$ cat config.mk
export PLATFORM = sky130hd
export DESIGN_NAME = instruction_fetch
export DESIGN_NICKNAME = d
export VERILOG_FILES = /design/src/rtl/instruction_fetch.sv
export SDC_FILE = /design/constraint.sdc
export NUM_CORES = 1
export LEC_CHECK = 0
export BUFFER_PORTS_ARGS = -buffer_cell sky130_fd_sc_hd__buf_2
export CORE_AREA = 4 4 107 160
export CTS_BUF_LIST = sky130_fd_sc_hd__clkbuf_16
export DETAILED_ROUTE_END_ITERATION = 10
export DIE_AREA = 0 0 111 164
export PLACE_DENSITY_LB_ADDON = 0.2
export SLEW_MARGIN = 20
export SYNTH_ARGS = -nofsm -noshare
export SYNTH_HDL_FRONTEND = slang
export SYNTH_SLANG_ARGS = --single-unit
$ cat constraint.sdc
create_clock -name clk -period 3.1 [get_ports clk]
set_input_delay 0.31 -clock clk [delete_from_list [all_inputs] [get_ports clk]]
set_output_delay 0.31 -clock clk [all_outputs]
set_load 0.03 [all_outputs]
$ cat src/rtl/instruction_fetch.sv
// rtl/instruction_fetch.sv - IF stage: PC register, branch redirect and IF/ID pipeline register
module instruction_fetch #(
  parameter logic [31:0] RESET_PC   = 32'h0000_0000,
  parameter int          IMEM_WORDS = 32
) (
  input  logic        clk,
  input  logic        reset_n,
  input  logic        stall,
  input  logic        branch_taken,
  input  logic [31:0] branch_pc_plus4,
  input  logic [15:0] branch_offset,
  output logic [31:0] imem_address,
  input  logic [31:0] imem_data,
  output logic [31:0] if_instr,
  output logic [31:0] if_pc_plus4,
  output logic        if_valid,
  output logic [15:0] fetch_count
);

  localparam logic [31:0] WRAP_ADDR  = 32'(IMEM_WORDS * 4);
  localparam logic [31:0] RESET_ADDR = {RESET_PC[31:2], 2'b00};

  logic [31:0] pc_q, pc_d;
  logic [31:0] if_instr_q, if_instr_d;
  logic [31:0] if_pc_plus4_q, if_pc_plus4_d;
  logic        if_valid_q, if_valid_d;
  logic [15:0] fetch_count_q, fetch_count_d;

  logic [31:0] pc_plus4;
  logic [31:0] seq_next;
  logic [31:0] branch_target;

  assign pc_plus4      = pc_q + 32'd4;
  assign seq_next      = (pc_plus4 == WRAP_ADDR) ? 32'd0 : pc_plus4;
  assign branch_target = branch_pc_plus4 + {{14{branch_offset[15]}}, branch_offset, 2'b00};

  always_comb begin
    pc_d          = pc_q;
    if_instr_d    = if_instr_q;
    if_pc_plus4_d = if_pc_plus4_q;
    if_valid_d    = if_valid_q;
    fetch_count_d = fetch_count_q;
    if (branch_taken) begin
      // Redirect squashes the word fetched this cycle into a NOP bubble.
      pc_d          = {branch_target[31:2], 2'b00};
      if_instr_d    = 32'h0;
      if_pc_plus4_d = 32'h0;
      if_valid_d    = 1'b0;
    end else if (!stall) begin
      pc_d          = seq_next;
      if_instr_d    = imem_data;
      if_pc_plus4_d = pc_plus4;
      if_valid_d    = 1'b1;
      if (fetch_count_q != 16'hFFFF) begin
        fetch_count_d = fetch_count_q + 16'd1;
      end
    end
  end

  always_ff @(posedge clk or negedge reset_n) begin
    if (!reset_n) begin
      pc_q          <= RESET_ADDR;
      if_instr_q    <= 32'h0;
      if_pc_plus4_q <= 32'h0;
      if_valid_q    <= 1'b0;
      fetch_count_q <= 16'h0;
    end else begin
      pc_q          <= pc_d;
      if_instr_q    <= if_instr_d;
      if_pc_plus4_q <= if_pc_plus4_d;
      if_valid_q    <= if_valid_d;
      fetch_count_q <= fetch_count_d;
    end
  end

  assign imem_address = pc_q;
  assign if_instr     = if_instr_q;
  assign if_pc_plus4  = if_pc_plus4_q;
  assign if_valid     = if_valid_q;
  assign fetch_count  = fetch_count_q;

endmodule

# Word level (Yosys, flattened, before mapping)
# Index checks and enable logic that the tools add are counted.
# Widths: inputs -> output; s select.
[word_totals] word_cells=23 in_bits=84 reg_bits=113
[classes] n_bitwise=2 n_mux=9 n_reduce_logical=1 add_sub_neg=3 n_eq_ne=3
[ops] op="$mux 32" n=7
[ops] op="$add 32x3->32 const B" n=1
[ops] op="$add 32x32->32" n=1
[ops] op="$eq 32x8->1 const B" n=1
[ops] op="$add 16x1->16 const B" n=1
[ops] op="$ne 16x16->1 const B" n=1
[ops] op="$reduce_and 3->1" n=1
[ops] op="$mux 1" n=2
[ops] op="$ne 2x1->1 const B" n=1
[ops] op="$not 1->1" n=2

# Logic depth before layout (Yosys ltp)
# Gate-level depths: netlist of run 1.
[depth] ltp_word=5 depth_mapped=10 depth_no_buf=10

# Least setup slack after synthesis of run 1
# OpenSTA, ideal clock, no wires.
[synth_timing] kind="input port to flip-flop" from="input branch_pc_plus4[2]" to="register pc_q[24], in the netlist imem_address[24]" t_required_ps=2961 path_buffers=0 stages=10 t_arrival_ps=2864 path_slack_ps=96 setup_time_ps=139 cell_sequence="ha_1 fa_1 a211oi_1 o21bai_1 a221oi_1 o22ai_1 o41ai_1 o311a_1 xor2_1 mux2i_1"
[synth_between] elab_chain_len=2
[synth_rtl] element="from (decl)" line_no="10" source="input logic [31:0] branch_pc_plus4,"
[synth_rtl] element="$add 32x32->32" line_no="35" source="assign branch_target = branch_pc_plus4 + {{14{branch_offset[15]}}, branch_offset, 2'b00};"
[synth_rtl] element="$mux 32" line_no="43" source="if (branch_taken) begin"
[synth_rtl] element="to (signal assigned)" line_no="68" source="pc_q <= pc_d;"
[synth_rtl] element="to (decl)" line_no="23" source="logic [31:0] pc_q, pc_d;"
# Every way passes these cells.
# A chain may end at the register's enable or synchronous reset.

# Worst setup path in the final report of run 1
[layout_timing] from="register pc_q[8], in the netlist imem_address[8]" to="register pc_q[3], in the netlist imem_address[3]"
[layout_between] elab_chain_len=5
[layout_rtl] element="$add 32x3->32" line_no="33" source="assign pc_plus4 = pc_q + 32'd4;"
[layout_rtl] element="$eq 32x8->1" line_no="34" source="assign seq_next = (pc_plus4 == WRAP_ADDR) ? 32'd0 : pc_plus4;"
[layout_rtl] element="$mux 32" line_no="34"
[layout_rtl] element="$mux 32" line_no="49" source="end else if (!stall) begin"
[layout_rtl] element="$mux 32" line_no="43"
# Every way passes these cells. The select of a mux whose other input is x is not followed.

==> metrics.sh, run 1 <==
POSTLAYOUTCOREUTIL_PCT=56.6
WORST_HOLD_PATH_TYPE='input port to flop'
YOSYSMOSTFREQUENTCELL='sky130_fd_sc_hd__nor2_1'
CRITICAL_PATH_REQUIRED_NS=3.34
WORSTSKEWPAIRLATENCY_NS=0.35
FLOORPLAN.IO_PINS=197
POWER.SHARE.SWITCHING_PCT=40.0
CLK_PIN_SLEW_WORST_PATHS_NS=0.08
FILLERS=1522
CTS_INSERTED_BUFFERS=9
DR_ITER_0_VIOLS=238
YOSYSWARNINGS=0
DIE_HEIGHT_UM=164
HALF_PERIMETER_WIRE_LENGTH_AFTER_PLACEMENT_MM=14.7
REGTOREGSTARTPOINT='imem_address[8]'
DIEAREA_UM2=18200
FINALCLOCKSKEW_NS=0.0135
LAYOUT-AREA-OVERHEAD-VS-SYNTH_PCT=21.6
ROUTED_WIRE_LENGTH_PER_INSTANCE_UM=15.5
DP_SLACK_NS=0.000560
TIGHTESTPINTRANSITION_NS=0.753
SYNTH.AVG_CELL_AREA_UM2=8.78
DRC_ERRORS=0
SYNTH_TOP_CELLS_BY_AREA='sky130_fd_sc_hd__dfrtp_1 38%, sky130_fd_sc_hd__nor2_1 7.0%, sky130_fd_sc_hd__mux2i_1 5.9%'
PERIOD_NEEDED_NS=2.89
ASYNCSETRESETFLOPFRACSYNTH_PCT=100
CORE_AREA_UM2=15600
POST_ROUTE_CELLS_DRIVE_ABOVE_1_SHARE_PCT=25.5
SYNTH-EDFF-COUNT=0
MIN_DELAY_WORST_ENDPOINT='if_instr[6]'
GRT_OVERFLOW_TOTAL=0
GROUTE.USAGE.OVERALL_PCT=21.0
FINALHOLDVIOLATIONS=0
TIMING.SETUP.CRITICAL_PATH_CLASS='flop to flop'
SYNTHESIS.AREA_UM2=7280
NETS=1133
SYNTH_LARGEST_TYPE_AREA_FRACTION_PCT=37.8
CLOCK_PATH_BUFFERS=2
SETUP-TNS-FINAL_NS=0
RSZ_0062_RAISED_AFTER_GLOBAL_ROUTING='false'
SYNTHDISTINCTLIBCELLS=69
STATIC-LEAKAGE-POWER_nW=4.32
CTS_NUM_SINKS=110
MAX_CAP_VIOL_COUNT=0
ENDPOINT_OF_THE_WORST_SLACK_REG_TO_REG_TIMING_PATH='imem_address[3]'
PERIOD_UTILISATION_LAYOUT_PCT=93.2
FINAL_CRITICAL_PATH_SETUP_SLACK_NS=0.211
PATH_MAX_FANOUT=9
PWR-SHARE-SEQ_PCT=38.8
R2R.WORST_PATH.CELLS=8
INTERNAL_POWER_mW=2.82
DRT_FIRST_PASS_ITERS=4
POST_CTS_BUFFERS=0
WORST_IR_DROP_VDD_V=0.000432
NUMBER_OF_ANTENNA_VIOLATIONS_AT_THE_FIRST_CHECK_IN_GLOBAL_ROUTING=0
OUTCOME='finished, final reports clean'
POWER_SWITCHING_mW=1.88
COMB_POWER_SHARE_PCT=37.1
HOLD_START='imem_data[6]'
VIA_COUNT_OF_THE_FIRST_GLOBAL_ROUTING_PASS=6377
SHARE_CLK_OF_TOTAL_POWER_PCT=24.1
FINALWIRELENGTH_MM=18.9
FLOORPLAN.INITIALDENSITY_PCT=46.6
PORT_BUFFERS=192
YS_DOMINANT_REG_CELL='sky130_fd_sc_hd__dfrtp_1'
CTS_ROOT_BUF='sky130_fd_sc_hd__clkbuf_16'
TRITONCTS='yes'
TIMING.SLEW.HEADROOM_PCT=49.8
REG2REG_SLACK_NS=0.21
MAX_CLOCK_FREQ_GHz=0.346
FINALSETUPVIOLCOUNT=0
WIRE_LENGTH_OF_THE_FIRST_GLOBAL_ROUTING_PASS_MM=31.7
FINAL_MAX_SLEW_VIOL_COUNT=0
INSERTEDDIODECOUNT=0
POWER-PER-CELL-AREA_nW_PER_UM2=532
YOSYSSEQAREASHARE_PCT=37.8
HOLDPATHSTAGES=3
CRITICAL_PATH_ARRIVAL_NS=3.13
ANT_NETS=0
SYNTH.TOP_CELLS.BY_COUNT='135 x sky130_fd_sc_hd__nor2_1, 110 x sky130_fd_sc_hd__dfrtp_1, 65 x sky130_fd_sc_hd__a21oi_1'
LARGEST_NET_DEGREE_AT_THE_START_OF_GLOBAL_ROUTING=73
SYNTH.FF_LATCH_COUNT=110
CTS_HTREE_LEVELS=3
DESIGN_POWER_TOTAL_mW=4.70
SYNTH.LARGEST_AREA_CELL='sky130_fd_sc_hd__dfrtp_1'
GP_CONGESTION=0.964
FP-ROW-COUNT=56
ROUTE.VIAS.TOTAL=6497
ROUTE.DETAILED.VIAS_PER_INST=5.31
SYN-INSTANCE-COUNT=829
END_KIND='flop'
DIE_WIDTH_UM=111
SETUP.WORST_PATH.START_CLASS='flop'
-- cell usage in the layout, fill, tap and decap left out, types with 5 or more instances in the layout --
| master | instances |
|---|---|
| sky130_fd_sc_hd__nand4_1 | 14 |
| sky130_fd_sc_hd__buf_4 | 34 |
| sky130_fd_sc_hd__clkbuf_16 | 9 |
| sky130_fd_sc_hd__a21o_1 | 20 |
| sky130_fd_sc_hd__or3_1 | 7 |
| sky130_fd_sc_hd__buf_2 | 189 |
| sky130_fd_sc_hd__a21oi_1 | 65 |
| sky130_fd_sc_hd__xnor2_1 | 49 |
| sky130_fd_sc_hd__and4_1 | 8 |
| sky130_fd_sc_hd__o21ai_0 | 26 |
| sky130_fd_sc_hd__nand2_1 | 61 |
| sky130_fd_sc_hd__dfrtp_1 | 110 |
| sky130_fd_sc_hd__inv_1 | 15 |
| sky130_fd_sc_hd__and3_1 | 10 |
| sky130_fd_sc_hd__ha_1 | 32 |
| sky130_fd_sc_hd__o211ai_1 | 6 |
| sky130_fd_sc_hd__mux2i_1 | 43 |
| sky130_fd_sc_hd__nand3_1 | 27 |
| sky130_fd_sc_hd__xor2_1 | 39 |
| sky130_fd_sc_hd__a211oi_1 | 7 |
| sky130_fd_sc_hd__nor2_1 | 135 |
| sky130_fd_sc_hd__nor3_1 | 21 |
| sky130_fd_sc_hd__nor3b_1 | 5 |
-- worst max path at each step --
stage               slack [ns]               start  cells past startpoint                to
floorplan                  0.1  branch_pc_plus4[2]                     10  imem_address[24]
global placement         0.009  branch_pc_plus4[2]                     13  imem_address[24]
detailed placement      0.0006  branch_pc_plus4[2]                     13  imem_address[24]
CTS                       0.20     imem_address[8]                      8   imem_address[3]
global route              0.02     imem_address[6]                      9   imem_address[3]
finish                    0.21     imem_address[8]                      8   imem_address[3]
-- final cells by class --
cell class | count | area, um2 | share of cell area (%)
clock inverter | 7 | 66.3 | 0.749
tap | 203 | 254 | 2.87
clock buffer | 9 | 225 | 2.54
multi-input combinational | 654 | 4260 | 48.1
inverter | 16 | 60.1 | 0.679
sequential | 110 | 2750 | 31.1
timing repair buffer | 225 | 1230 | 13.9
-- worst max-delay path, stage by stage, from the launching register on --
cell	delay [ns]
sky130_fd_sc_hd__dfrtp_1	0.47
sky130_fd_sc_hd__nand2_2	0.13
sky130_fd_sc_hd__or3_1	0.59
sky130_fd_sc_hd__nor4_1	0.36
sky130_fd_sc_hd__xor2_1	0.15
sky130_fd_sc_hd__a2111oi_2	0.38
sky130_fd_sc_hd__and4_1	0.33
sky130_fd_sc_hd__nor4b_1	0.08
sky130_fd_sc_hd__a221o_1	0.28
-- kinds of logic after synthesis --
kind of cell	after synthesis	share of synthesized area [%]
simple gates	325	21.7
compound gates	162	14.2
flops	110	37.8
xor+xnor	88	10.6
buf+inv	66	3.78
mux	44	6.07
fa+ha+maj	33	5.78
other cells	1	0.0515
-- power by group through the flow --
stage | Clock (mW) | Sequential [mW] | Combinational [mW]
after floorplan | 0 | 2.18 | 0.858
after global placement | 0 | 1.85 | 1.74
after detailed placement | 0 | 1.85 | 1.75
after CTS | 1.18 | 1.82 | 1.76
after global routing | 1.21 | 1.86 | 1.91
final | 1.14 | 1.82 | 1.74
-- per-stage QoR --
| step | std cells | hold WS [ns] | cell area (um2) |
|---|---|---|---|
| 6_report | 1224 | 0.197 | 8850 |
| 4_1_cts | 1224 | 0.184 | 8840 |
| 2_1_floorplan | 830 | 0.0144 | 7280 |
| 3_3_place_gp | 1207 | 0.273 | 8540 |
| 5_1_grt | 1224 | 0.201 | 8850 |
| 3_5_place_dp | 1207 | 0.273 | 8540 |
-- state kept, by name, indices dropped and copies added (netlist names) --
| name | count |
|---|---|
| imem_address | 30 |
| if_pc_plus4 | 31 |
| fetch_count | 16 |
| if_instr | 32 |
| if_valid | 1 |
-- metal layers --
| metal | global-route usage (%) | wire, um | part of all wire (%) | vias up |
|---|---|---|---|---|
| li1 | - | - | - | 3303 |
| met1 | 26.4 | 8020 | 42 | 2990 |
| met2 | 36.8 | 9450 | 50 | 183 |
| met3 | 4.17 | 1100 | 5.8 | 21 |
| met4 | 6.22 | 350 | 1.8 | 0 |
| met5 | 0 | 0 | 0 | - |
-- what timing repair did --
action | in CTS | in global routing
gates resized for setup | 0 | 1
endpoints found under the hold margin | 30 | 0
setup endpoints to repair | 0 | 1
hold buffers | 1 | 0
No activity file was read; power rests on OpenSTA's default activity.
==> inputs of run 2 (changes only) <==
- ABC_AREA: default -> 0
- BUFFER_PORTS_ARGS: -buffer_cell sky130_fd_sc_hd__buf_2 -> default
- DONT_BUFFER_PORTS: default -> 1
==> metrics.sh, run 2 (synthesized netlist as in run 1, its figures left out) <==
ENDPOINT_OF_THE_WORST_SLACK_REG_TO_REG_TIMING_PATH='imem_address[3]'
HOLD_START='stall'
ANT_NETS=0  # unchanged
TIMING.SETUP.CRITICAL_PATH_CLASS='flop to flop'
CLK_PIN_SLEW_WORST_PATHS_NS=0.08  # about the same
FINALSETUPVIOLCOUNT=0  # unchanged
MIN_DELAY_WORST_ENDPOINT='imem_address[7]'
WORSTSKEWPAIRLATENCY_NS=0.35  # about the same
CRITICAL_PATH_ARRIVAL_NS=3.16  # +0.03 ns
GRT_USE_MET1_PCT=23.2  # -3.2 points
MAX_CLOCK_FREQ_GHz=0.342  # -1.2%
CRIT_SLOWEST_CELL='sky130_fd_sc_hd__or3_1'
STATIC-LEAKAGE-POWER_nW=3.49  # -19%
CTS_NUM_SINKS=110  # unchanged
DRC_ERRORS=0  # unchanged
PORT_BUFFERS=0  # -100%
SETUP.WORST_PATH.START_CLASS='flop'
LAYOUT-AREA-OVERHEAD-VS-SYNTH_PCT=8.48
POST_ROUTE_CELLS_DRIVE_ABOVE_1_SHARE_PCT=8.43  # -17 points
FINAL_CELL_COUNT_NO_FILL=1033  # -16%
POSTLAYOUTCOREUTIL_PCT=50.5  # -6.1 points
ROUTE.DETAILED.VIAS_PER_INST=5.78  # +8.8%
CRITPATHBUFINV=0  # unchanged
CRITICAL-PATH-TOP-DELAY-FAMILY='simple AND/OR/NAND/NOR gates'
ROUTED_WIRE_LENGTH_PER_INSTANCE_UM=18.2  # +18%
FP-ROW-COUNT=56  # unchanged
SETUP-TNS-FINAL_NS=0  # unchanged
TRITONCTS='yes'
GRT_UTIL_MET2_PCT=36.0  # -0.75 points
GRT_OVERFLOW_TOTAL=0  # unchanged
CRIT_PATH_CELL_TRACE='nand2_2 > or3_1 > nor4_1 > xor2_1 > a2111oi_2 > and4_1 > nor4b_1 > a221o_1'
DIE_WIDTH_UM=111  # unchanged
COMMONEST_NON_FILL_NON_TAP_CELL_IN_THE_LAYOUT='sky130_fd_sc_hd__nor2_1'
WORST_HOLD_PATH_TYPE='input port to flop'
GROUTE.USAGE.OVERALL_PCT=20.5  # -0.57 points
REG2REG_SLACK_NS=0.18  # -0.03 ns
LARGEST_NET_DEGREE_AT_THE_START_OF_GLOBAL_ROUTING=131  # +79%
CTS_INSERTED_BUFFERS=9  # unchanged
INSERTEDDIODECOUNT=0  # unchanged
NUMBER_OF_ANTENNA_VIOLATIONS_AT_THE_FIRST_CHECK_IN_GLOBAL_ROUTING=0  # unchanged
POST-PLACE-CELLS=1016  # -16%
GLOBAL_ROUTE.PEAK_USAGE_LAYER='met2'
WIRE_LENGTH_OF_THE_FIRST_GLOBAL_ROUTING_PASS_MM=30.6  # -3.6%
PERIOD_NEEDED_NS=2.92  # +0.0342 ns
TIMING.SLEW.HEADROOM_PCT=59.9  # +10 points
POST_CTS_BUFFERS=0  # unchanged
LARGEST_REGISTER_FFS=32  # unchanged
GR-USAGE-MET3_PCT=7.48  # +3.3 points
HOLDPATHSTAGES=1  # -2
FINAL_MAX_SLEW_VIOL_COUNT=0  # unchanged
AREA.SEQUENTIAL_UM2=2750  # unchanged
RSZ_0062_RAISED_AFTER_GLOBAL_ROUTING='false'
FLOORPLAN.INITIALDENSITY_PCT=46.6  # unchanged
CRITICAL_PATH_REQUIRED_NS=3.34  # about the same
FINAL_CELL_MIX='134 x sky130_fd_sc_hd__nor2_1, 110 x sky130_fd_sc_hd__dfrtp_1, 65 x sky130_fd_sc_hd__a21oi_1'
ROUTE.VIAS.TOTAL=5966  # -8.2%
FINALHOLDVIOLATIONS=0  # unchanged
FILLERS=1504  # -1.2%
DIE_HEIGHT_UM=164  # unchanged
MAX_CAP_VIOL_COUNT=0  # unchanged
VIA_COUNT_OF_THE_FIRST_GLOBAL_ROUTING_PASS=5933  # -7.0%
CTS_HTREE_LEVELS=3  # unchanged
GP_CONGESTION=0.886  # -8.0%
TIGHTESTPINTRANSITION_NS=0.602  # -0.151 ns
DESIGN_POWER_TOTAL_mW=4.46  # -5.2%
FINALCLOCKSKEW_NS=0.0119  # -0.00157 ns
CTS_ROOT_BUF='sky130_fd_sc_hd__clkbuf_16'
DR_ITER_0_VIOLS=336  # +41%
PATH_MAX_FANOUT=9  # unchanged
DRT_FIRST_PASS_ITERS=5  # +1
POWER-PER-CELL-AREA_nW_PER_UM2=565  # +6.3%
DIEAREA_UM2=18200  # unchanged
WORST_IR_DROP_VDD_V=0.000353  # -18%
R2R.WORST_PATH.CELLS=8  # unchanged
CLOCK_PATH_BUFFERS=2  # unchanged
REGTOREGSTARTPOINT='imem_address[9]'
FINALWIRELENGTH_MM=18.8  # -0.68%
CORE_AREA_UM2=15600  # unchanged
PERIOD_UTILISATION_LAYOUT_PCT=94.3  # +1.1 points
NETS=943  # -17%
MAX_STAGE_DELAY_NS=0.59  # about the same
MULTI_INPUT_AREA_UM2=4260  # about the same
OUTCOME='finished, final reports clean'
FLOORPLAN.IO_PINS=197  # unchanged
END_KIND='flop'
HALF_PERIMETER_WIRE_LENGTH_AFTER_PLACEMENT_MM=14.1  # -4.2%
[run 2: cell count changes in the layout (fill, tap and decap cells not counted), sizes merged]
cell      delta
buf        -190
clkinvlp     -1
[run 2: worst register-to-register path: cells and delay by family, from the launching register on]
family	cells	cell delay (ns)
DFF	1	0.37
AOI/OAI and AO/OA	2	0.68
and+or+nand+nor	5	1.61
xor gates and xnor gates	1	0.18
[run 2: worst max-delay path by stage]
stage / cells past startpoint / slack (ns) / endpoint / startpoint
after global routing: 10 / 0.02 / imem_address[3] / imem_address[3]
after floorplan: 10 / 0.1 / imem_address[24] / branch_pc_plus4[2]
after detailed placement: 12 / 0.09 / imem_address[24] / branch_pc_plus4[2]
after global placement: 12 / 0.11 / imem_address[24] / branch_pc_plus4[2]
after CTS: 8 / 0.17 / imem_address[3] / imem_address[9]
final: 8 / 0.18 / imem_address[3] / imem_address[9]
[run 2: layer usage]
metal	wire, um	part of all wire [%]
met3	1700	9.1
met2	9460	50
met5	0	0
met4	326	1.7
met1	7310	39
[run 2: metrics by stage]
stage	setup slack, ns	instance area (um2)	hold WS, ns
after global placement	0.114	7570	0.0180
after detailed placement	0.0860	7570	0.0174
after CTS	0.170	7890	0.0466
final	0.177	7900	0.0992
after global routing	0.0237	7900	0.0694
after floorplan	0.0964	7280	0.0144
[run 2: cell type report]
class / count / share of cell area (%)
flip-flops and latches: 110 / 34.9
inverters: 16 / 0.761
well taps: 203 / 3.22
clock inverters: 6 / 0.697
multi-input cells: 654 / 54.0
clock buffers: 9 / 2.85
repair buffers: 35 / 3.61
[run 2: power by group]
group	switching, mW	total (mW)	internal (mW)
Sequential	0.463	2.07	1.61
Clock	0.548	1.11	0.559
Combinational	0.766	1.28	0.511
Total	1.78	4.46	2.68
[run 2: timing repair]
action / CTS / global route
hold buffers: 2 / 0
gates resized for setup: 0 / 2
endpoints found under the setup margin: 0 / 1
hold endpoints to repair: 110 / 0
==> inputs of run 3 (changes only) <==
- PLACE_DENSITY_LB_ADDON: 0.2 -> default
==> metrics.sh, run 3 (synthesized netlist as in run 1, its figures left out) <==
CRITICAL_PATH_REQUIRED_NS=3.35  # about the same
INTERNAL_POWER_mW=2.72  # +1.4%
FIN_HOLD_WS_NS=0.0562  # -0.0431 ns
POST_ROUTE_CELLS_DRIVE_ABOVE_1_SHARE_PCT=9.18  # +0.74 points
OUTCOME='finished, final reports clean'
DRT_FIRST_PASS_ITERS=5  # unchanged
CRITPATHCAPTURE='imem_address[3]'
CRIT_PATH_CELL_TRACE='buf_4 > nand4_2 > nor2_1 > buf_4 > nand4_1 > nor3_1 > o22a_1 > and4_1 > nor4b_1 > a221o_1'
TRITONCTS='yes'
CTS_HTREE_LEVELS=3  # unchanged
DR_ITER_0_VIOLS=262  # -22%
DIE_HEIGHT_UM=164  # unchanged
NETS=951  # +0.85%
MULTI_INPUT_AREA_UM2=4250  # -0.21%
NUMBER_OF_ANTENNA_VIOLATIONS_AT_THE_FIRST_CHECK_IN_GLOBAL_ROUTING=1  # +1
LAYOUT-AREA-OVERHEAD-VS-SYNTH_PCT=9.59
TIGHTESTPINTRANSITION_NS=0.593  # -0.00864 ns
RSZ_0062_RAISED_AFTER_GLOBAL_ROUTING='false'
POST_CTS_RESIZED=0  # unchanged
POWER_SWITCHING_mW=1.85  # +3.9%
CRIT_SLOWEST_CELL='sky130_fd_sc_hd__dfrtp_1'
STATIC-LEAKAGE-POWER_nW=3.54  # +1.4%
ENDPOINT_OF_THE_WORST_SLACK_REG_TO_REG_TIMING_PATH='imem_address[3]'
FILLERS=1521  # +1.1%
CRITICAL-PATH-TOP-DELAY-FAMILY='simple AND/OR/NAND/NOR gates'
TIMING.SETUP.CRITICAL_PATH_CLASS='flop to flop'
WORST_HOLD_PATH_TYPE='input port to flop'
PERIOD_NEEDED_NS=2.86  # -0.0639 ns
COMB_POWER_SHARE_PCT=29.0  # +0.3 points
VIA_COUNT_OF_THE_FIRST_GLOBAL_ROUTING_PASS=5970  # +0.62%
LARGEST_REGISTER_FFS=32  # unchanged
CLK_PIN_SLEW_WORST_PATHS_NS=0.09  # about the same
HALF_PERIMETER_WIRE_LENGTH_AFTER_PLACEMENT_MM=14.5  # +3.0%
CRITPATHMOSTFREQUENTCELL='sky130_fd_sc_hd__buf_4'
CORE_AREA_UM2=15600  # unchanged
FINALCLOCKSKEW_NS=0.0149  # +0.00293 ns
ANT_NETS=0  # unchanged
CTS_ROOT_BUF='sky130_fd_sc_hd__clkbuf_16'
CTS_INSERTED_BUFFERS=9  # unchanged
ROUTE.VIAS.TOTAL=5936  # -0.50%
DIE_WIDTH_UM=111  # unchanged
CTS_NUM_SINKS=110  # unchanged
AREA.SEQUENTIAL_UM2=2750  # unchanged
SHARE_CLK_OF_TOTAL_POWER_PCT=26.1  # +1.3 points
MAX_STAGE_DELAY_NS=0.36  # -0.23 ns
FP-ROW-COUNT=56  # unchanged
PORT_BUFFERS=0  # unchanged
PATH_MAX_FANOUT=9  # unchanged
WIRE_LENGTH_OF_THE_FIRST_GLOBAL_ROUTING_PASS_MM=31.4  # +2.8%
CLOCK_PATH_BUFFERS=2  # unchanged
SETUP-TNS-FINAL_NS=0  # unchanged
END_KIND='flop'
FINALHOLDVIOLATIONS=0  # unchanged
DIEAREA_UM2=18200  # unchanged
POWER-PER-CELL-AREA_nW_PER_UM2=573  # +1.4%
CRIT_START='imem_address[4]'
COMMONEST_NON_FILL_NON_TAP_CELL_IN_THE_LAYOUT='sky130_fd_sc_hd__nor2_1'
DRC_ERRORS=0  # unchanged
LARGEST_NET_DEGREE_AT_THE_START_OF_GLOBAL_ROUTING=131  # unchanged
PERIOD_UTILISATION_LAYOUT_PCT=92.2  # -2.1 points
POWER.SHARE.SWITCHING_PCT=40.4  # +0.59 points
MAX_CAP_VIOL_COUNT=0  # unchanged
FINALSETUPVIOLCOUNT=0  # unchanged
FLOORPLAN.INITIALDENSITY_PCT=46.6  # unchanged
REG2REG_SLACK_NS=0.24  # +0.06 ns
INSERTEDDIODECOUNT=0  # unchanged
FLOORPLAN.IO_PINS=197  # unchanged
WORST_IR_DROP_VDD_V=0.000346  # -1.9%
CRITPATHBUFINV=2  # +2
R2R.WORST_PATH.CELLS=10  # +2
FINALWIRELENGTH_MM=19.3  # +2.4%
PWR-SHARE-SEQ_PCT=44.9  # -1.6 points
GP_CONGESTION=0.861  # -2.9%
TIMING.CRITICAL_PATH.DEPTH=10  # +2
GRT_OVERFLOW_TOTAL=0  # unchanged
GROUTE.USAGE.OVERALL_PCT=21.2  # +0.72 points
REGTOREGSTARTPOINT='imem_address[4]'
ROUTE.DETAILED.VIAS_PER_INST=5.70  # -1.4%
FINAL_CELL_MIX='135 x sky130_fd_sc_hd__nor2_1, 110 x sky130_fd_sc_hd__dfrtp_1, 65 x sky130_fd_sc_hd__a21oi_1'
FINAL_MAX_SLEW_VIOL_COUNT=0  # unchanged
TIMING.SLEW.HEADROOM_PCT=60.5  # +0.58 points
SETUP.WORST_PATH.START_CLASS='flop'
ROUTED_WIRE_LENGTH_PER_INSTANCE_UM=18.5  # +1.6%
MAX_CLOCK_FREQ_GHz=0.350  # +2.2%
CRITICAL_PATH_ARRIVAL_NS=3.11  # -0.05 ns
WORSTSKEWPAIRLATENCY_NS=0.36  # about the same
## run 3: area by class of cell
class | instances | share of cell area (%)
clock buffers | 9 | 2.82
flip-flops and latches | 110 | 34.5
well taps | 203 | 3.18
multi-input cells | 654 | 53.3
inverters | 16 | 0.753
clock inverters | 7 | 1.07
repair buffers | 43 | 4.33
## run 3: how the worst min path moves through the flow
stage / startpoint / to / slack, ns / cells after the start
finish: branch_taken / imem_address[26] / 0.06 / 1
global route: branch_taken / if_pc_plus4[6] / 0.05 / 1
CTS: branch_taken / if_pc_plus4[24] / 0.03 / 1
detailed placement: reset_n / if_instr[18] / 0.02 / 0
global placement: reset_n / if_instr[28] / 0.02 / 0
floorplan: reset_n / fetch_count[0] / 0.01 / 0
## run 3: per-layer routing
metal	vias to the layer above	routed length, um	global-route usage [%]
met5	-	0	0
met4	0	213	5.49
met3	12	1400	6.56
met2	175	9910	38.1
met1	2827	7730	24.5
li1	2922	-	-
## run 3: what timing repair did
item / in CTS / in global routing
hold endpoints to repair: 110 / 0
hold buffers: 2 / 0
buffers inserted: 0 / 0
## run 3: power by group through the flow
stage	clock, mW	sequential (mW)	combinational (mW)
after CTS	1.23	2.05	1.33
after floorplan	0	2.18	0.858
final	1.19	2.05	1.33
after detailed placement	0	2.08	1.29
after global placement	0	2.07	1.27
after global routing	1.28	2.08	1.47
## run 3: worst reg2reg max path: cells and delay by family, from the launching register on
family	cells	cell delay [ns]
AND/OR/NAND/NOR	6	1.46
AO/OA/AOI/OAI	2	0.50
flip-flops	1	0.36
buffers and inverters	2	0.44
## run 3: stage by stage
step	power [mW]	setup slack, ns	cells	util (%)	area, um2
finish	4.57	0.241	1042	51.0	7980
global route	4.84	0.0604	1042	51.0	7980
CTS	4.62	0.249	1042	51.0	7980
detailed placement	3.38	0.0259	1024	48.8	7630
global placement	3.34	0.00404	1024	48.8	7630
floorplan	3.04	0.0964	830	-	7280
